$ cat src/rtl/fetch_issue.sv
// Instruction fetch/issue front end: owns the PC, drives a single-outstanding imem
// request/response interface and holds one issued instruction until decode takes it.
module fetch_issue #(
  parameter int unsigned         PC_WIDTH    = 16,
  parameter int unsigned         INSTR_WIDTH = 16,
  parameter logic [PC_WIDTH-1:0] RESET_PC    = '0
) (
  input  logic                   clk,
  input  logic                   rst_n,
  output logic                   imem_req,
  output logic [PC_WIDTH-1:0]    imem_addr,
  input  logic                   imem_ready,
  input  logic                   imem_rvalid,
  input  logic [INSTR_WIDTH-1:0] imem_rdata,
  input  logic                   stall,
  input  logic                   redirect,
  input  logic [PC_WIDTH-1:0]    redirect_pc,
  output logic [INSTR_WIDTH-1:0] if_instr,
  output logic [4:0]             if_opcode,
  output logic [PC_WIDTH-1:0]    if_pc_inc,
  output logic                   if_valid,
  output logic                   halted
);

  typedef enum logic [1:0] {StReq, StWait, StHalted} state_e;

  state_e                 state_q, state_d;
  logic [PC_WIDTH-1:0]    pc_q, pc_d;
  logic [PC_WIDTH-1:0]    fetch_pc_q, fetch_pc_d;
  logic                   drop_q, drop_d;
  logic                   if_valid_q, if_valid_d;
  logic [INSTR_WIDTH-1:0] if_instr_q, if_instr_d;
  logic [PC_WIDTH-1:0]    if_pc_inc_q, if_pc_inc_d;
  logic                   accept;
  logic                   consume;
  logic                   rsp_is_halt;

  // Only request when the output slot is guaranteed free by the time data returns.
  assign imem_req    = rst_n && (state_q == StReq) && (!if_valid_q || !stall);
  assign imem_addr   = pc_q;
  assign accept      = imem_req && imem_ready;
  assign consume     = if_valid_q && !stall;
  assign rsp_is_halt = (imem_rdata[INSTR_WIDTH-1 -: 5] == 5'b00000);

  assign if_instr  = if_instr_q;
  assign if_opcode = if_instr_q[INSTR_WIDTH-1 -: 5];
  assign if_pc_inc = if_pc_inc_q;
  assign if_valid  = if_valid_q;
  assign halted    = (state_q == StHalted);

  always_comb begin
    state_d     = state_q;
    pc_d        = pc_q;
    fetch_pc_d  = fetch_pc_q;
    drop_d      = drop_q;
    if_valid_d  = if_valid_q;
    if_instr_d  = if_instr_q;
    if_pc_inc_d = if_pc_inc_q;

    if (redirect) begin
      pc_d       = redirect_pc;
      if_valid_d = 1'b0;
      unique case (state_q)
        StReq: begin
          if (accept) begin
            state_d = StWait;
            drop_d  = 1'b1;
          end
        end
        StWait: begin
          if (imem_rvalid) begin
            state_d = StReq;
            drop_d  = 1'b0;
          end else begin
            drop_d  = 1'b1;
          end
        end
        default: state_d = StReq;
      endcase
    end else begin
      if (consume) if_valid_d = 1'b0;
      unique case (state_q)
        StReq: begin
          if (accept) begin
            fetch_pc_d = pc_q;
            pc_d       = pc_q + PC_WIDTH'(2);
            state_d    = StWait;
          end
        end
        StWait: begin
          if (imem_rvalid) begin
            if (drop_q) begin
              drop_d  = 1'b0;
              state_d = StReq;
            end else begin
              if_instr_d  = imem_rdata;
              if_pc_inc_d = fetch_pc_q + PC_WIDTH'(2);
              if_valid_d  = 1'b1;
              state_d     = rsp_is_halt ? StHalted : StReq;
            end
          end
        end
        default: ;
      endcase
    end
  end

  always_ff @(posedge clk or negedge rst_n) begin
    if (!rst_n) begin
      state_q     <= StReq;
      pc_q        <= RESET_PC;
      fetch_pc_q  <= '0;
      drop_q      <= 1'b0;
      if_valid_q  <= 1'b0;
      if_instr_q  <= '0;
      if_pc_inc_q <= '0;
    end else begin
      state_q     <= state_d;
      pc_q        <= pc_d;
      fetch_pc_q  <= fetch_pc_d;
      drop_q      <= drop_d;
      if_valid_q  <= if_valid_d;
      if_instr_q  <= if_instr_d;
      if_pc_inc_q <= if_pc_inc_d;
    end
  end

endmodule

$ cat config.mk
export PLATFORM = sky130hd
export DESIGN_NAME = fetch_issue
export DESIGN_NICKNAME = d
export VERILOG_FILES = /design/src/rtl/fetch_issue.sv
export SDC_FILE = /design/constraint.sdc
export NUM_CORES = 1
export LEC_CHECK = 0
export CORE_MARGIN = 4
export CORE_UTILIZATION = 50
export DETAILED_ROUTE_END_ITERATION = 12
export PLACE_DENSITY = 0.84
export SETUP_SLACK_MARGIN = 0.1
export SYNTH_ARGS = -nofsm -noshare
export SYNTH_HDL_FRONTEND = slang
export SYNTH_SLANG_ARGS = --single-unit
$ cat constraint.sdc
create_clock -name clk -period 3.51 [get_ports clk]
set_input_delay 0.702 -clock clk [delete_from_list [all_inputs] [get_ports clk]]
set_output_delay 0.702 -clock clk [all_outputs]
set_load 0.005 [all_outputs]
======== After elaboration in Yosys (flattened, before gate mapping) ========
Cells that the tools add are included.
storage, ports and cells
  bits in registers ....................... 68
  input port bits ......................... 38
  output and inout bits ................... 56
operators by class
  add/subtract/negate cells ............... 2
  equal/unequal tests ..................... 4
  multiplexer cells ....................... 22
  bitwise operators ....................... 2
  reduce and logical (&&, ||, !) cells .... 20
operators with widths
  cell                   number
  $mux 16                3
  $add 16x2->16 const B  2
  $mux 2                 6
  $mux 1                 10
  $reduce_bool 2->1      5
  $pmux 2 s2             2
  $reduce_and 4->1       2
  $logic_not 5->1        1
  $logic_and 1x1->1      4
  $reduce_and 2->1       2
  $ne 3x3->1 const B     1
  $reduce_and 3->1       1
  $reduce_bool 3->1      1
  $eq 2x1->1 const B     1
  $eq 2x2->1 const B     1
  $logic_not 1->1        2
  $logic_not 2->1        1
  $ne 2x2->1 const B     1
  $not 1->1              2
  $pmux 1 s2             1
  $logic_or 1x1->1       1

======== Depth between registers and ports, before layout ========
  word-level depth ........................ 7
  mapped depth ............................ 6

======== Worst setup path after synthesis ========
OpenSTA, ideal clock, no wires.
  path type ............................... input to register
  start ................................... input port stall
  end ..................................... register fetch_pc_q[10]
  data arrival time ....................... 1,923 ps
  path slack .............................. 1,462 ps
  cell stages on the path ................. 6
  cell sequence ........................... nand2_1 > clkbuf_1 > nand2_2 > nor2_4 > buf_4 > mux2_2
between the ends
  cells in the longest elaborated chain, start to end .. 5
RTL lines
  element                            line  source
  start: declaration                 15    input logic stall,
  $logic_not 1->1                    39    assign imem_req = rst_n && (state_q == StReq) && (!if_valid_q || !stall);
  $logic_or 1x1->1                   39
  $logic_and 1x1->1                  39
  $logic_and 1x1->1                  41    assign accept = imem_req && imem_ready;
  $reduce_and 3->1 (no source line)  n/a
  end signal: assignment             120   fetch_pc_q <= fetch_pc_d;
  end: declaration                   29    logic [PC_WIDTH-1:0] fetch_pc_q, fetch_pc_d;
No other way between the ends.
A chain may end at the register's enable or synchronous reset.

======== Worst setup path in the final report ========
  start ................................... input port stall
  end ..................................... output port imem_req
between the ends
  cells in the longest elaborated chain, start to end .. 3
RTL lines
  element            line  source
  $logic_not 1->1    39
  $logic_or 1x1->1   39
  $logic_and 1x1->1  39
  end: declaration   10    output logic imem_req,
No other way between the ends.

==> metrics.txt <==
Slowest-stage cell, CP clkdlybuf4s50_1; crit-path leading delay family buffers and inverters; Rel. slew slack 0.527; Initial Util 0.527; share of cells above drive strength 1 0.0905; Avg Inst Size Synth 9.76 um2; top post-synthesis cells by count nand2_1, dfrtp_1, o21ai_0; Worst EP arrival 2130 ps; CTS tree done; Compound-Gate Fraction of Synth Area 0.0781; status finished clean; most area-hungry cell type in the Yosys netlist dfrtp_1; hold_buf cts 0; Worst Hold Class in -> async; Comb power frac 0.328; sw frac 0.300; Sequential Power Share 0.464; clk_lat worst skew 340 ps; post-cts sizing count 0; cell area after synthesis 3170 um2; total track usage 0.212; CTS sink count 68; final setup violation count 0; Post-Synth Simple-Gate Area 0.233; via/cell ratio 5.38; GRT Residual Overflow 0; total CTS buffers 9; post-synthesis mux area share 0.0659; setup TNS 0 ps; Setup Buffers After CTS 0; Leak 1.81 nW; Synth Area in XOR/XNOR 0.0414; H-tree levels 3; Syn Nets 365; R2R Setup Slk 1390 ps; vias in the first global route 2651; Final Instance Area 4300 um2; Final ANT Viol Nets 0; count of warnings emitted by yosys 0; Syn Inst Count 325; slowest stage delay, CP 500 ps; EDFF count, synth 0; dominant synthesized flop cell dfrtp_1; placed wire-length estimate 5.62 mm; DIE AREA 7680 um2; CP max FO 11; Buffers & Inverters on Critical Path 2; initial drt markers 177; Vias 2661; IR Drop Worst-Case VDD 0.384 mV; top-count cell post-synth nand2_1; Max Freq 0.353 GHz; top cells by area, synth dfrtp_1, nand2_1, mux2_2; Synth top area share 0.536; Fin Clk Skew 6.97 ps; core area 6030 um2; Port Buf Inserts 93; CP Class in -> out; Hold Vio Cnt, Final 0; Max Slew Vio Count 0; CTS clk-pin slew, worst paths 70 ps; most used cell, CP clkdlybuf4s50_1; drt drc 0; Post-Synth Adder-Cell Area 0.00789; unrepaired setup endpoints after global routing false; WL final 7.49 mm; register area share after synthesis 0.536; Die Y 87.7 um; largest family of logic cells by synthesized area simple AND/OR/NAND/NOR gates; actual slew at the worst max-slew pin 709 ps; clock share of power 0.207; Pwr per Cell Area 618 nW/um2; Clock Tree Root clkbuf_8; number of cell rows 28; GP Congestion 0.882; register bit total from synthesis 68; Pint 0.00186 W; Psw 0.000796 W; largest net degree at the start of global routing 58; first-pass GRT wire length 12.5 mm; CP Cell Sequence clkdlybuf4s50_1 -> nand2_1 -> and3_1 -> clkdlybuf4s50_1; drt wl/cell 15.1 um; CP Capture Type output pin; num ports 94; initial antenna violation count 0; MaxCap Viol Count 0; TritonRoute pass-1 iters 4; critical path startpoint category primary input; final worst path period need 2830 ps; Layout Nets 455; FFs w/ async S/R, synth 1.00; Area Growth Syn to Fin 35.4%; final period utilization 0.806; Placement Cell Area 4130 um2; ANT cells 0; Max Buffers Root-to-Sink 2; Req. time, crit path 2810 ps; die width 87.7 um; Yosys cell types 38
[flip-flops by register name, indices dropped and copies added (netlist names)]
name,flops
drop_q,1
imem_addr,16
if_pc_inc,16
if_valid,1
fetch_pc_q,16
state_q,2
if_instr,16
[power by group through the flow]
stage	sequential (W)	clock (W)	combinational [W]
2_1_floorplan	0.00123	0	0.000338
3_3_place_gp	0.00123	0	0.000856
3_5_place_dp	0.00125	0	0.000885
4_1_cts	0.00124	0.000565	0.000890
5_1_grt	0.00128	0.000595	0.000964
6_report	0.00123	0.000551	0.000873
[metrics by stage]
stage | worst slack [ps] | power (W) | utilization | instances | hold WS [ps]
after floorplan | 1460 | 0.00157 | - | 325 | 406
after global placement | 708 | 0.00209 | 0.685 | 479 | 457
after detailed placement | 685 | 0.00214 | 0.685 | 479 | 462
after CTS | 674 | 0.00269 | 0.713 | 495 | 237
after global routing | 623 | 0.00284 | 0.713 | 495 | 256
final | 679 | 0.00266 | 0.713 | 495 | 244
[worst register-to-register path, cell delays in order (launching register included)]
cell	delay (ps)
dfrtp_1	450
and4bb_1	550
nand2_2	190
nor2_4	420
mux2_2	400
[metal layers]
metal,vias up,global-route usage,share of wire
met1,1235,0.269,0.44
li1,1298,-,-
met5,-,0,0
met3,24,0.0517,0.072
met4,0,0.121,0.032
met2,104,0.331,0.46
[cell usage in the layout, fill, tap and decap left out, types with 2 or more instances in the layout]
cell,count
mux2_2,14
nand3_1,15
or4_1,7
and2_1,2
o21ai_0,22
inv_1,4
or2_1,2
or3_1,5
ha_1,2
and3_1,4
dfrtp_1,68
nor2_1,16
nand2_1,82
nor4_1,3
nand4_1,6
a31oi_1,10
xor2_1,6
o31ai_1,6
clkdlybuf4s50_1,92
mux2i_1,4
xnor2_1,9
clkinv_2,4
clkbuf_8,10
nor3_1,5
buf_4,5
[logic make-up after synthesis]
| family | after synthesis |
|---|---|
| buffers and inverters | 24 |
| XOR/XNOR | 15 |
| AND/OR/NAND/NOR | 155 |
| multiplexers | 19 |
| adder cells (fa/ha/maj) | 2 |
| AO/OA/AOI/OAI | 42 |
| flip-flops | 68 |
[worst paths after layout]
path,depth (start not counted),to,start
worst max-delay path,4,imem_req,stall
max in group asynchronous,2,imem_addr[3],rst_n
worst min register to register,2,if_pc_inc[0],if_pc_inc[0]
worst max register to register,4,fetch_pc_q[6],state_q[0]
worst min-delay path,1,if_instr[13],rst_n
min in group clk,2,if_pc_inc[0],if_pc_inc[0]
[layout make-up]
type	count	area [um2]
inverter	5	18.8
timing repair buffer	98	963
sequential	68	1700
clock inverter	5	27.5
clock buffer	11	141
fill	468	1730
tap	75	93.8
multi-input combinational	233	1350
Note: power is estimated with default switching activity, not from simulation.
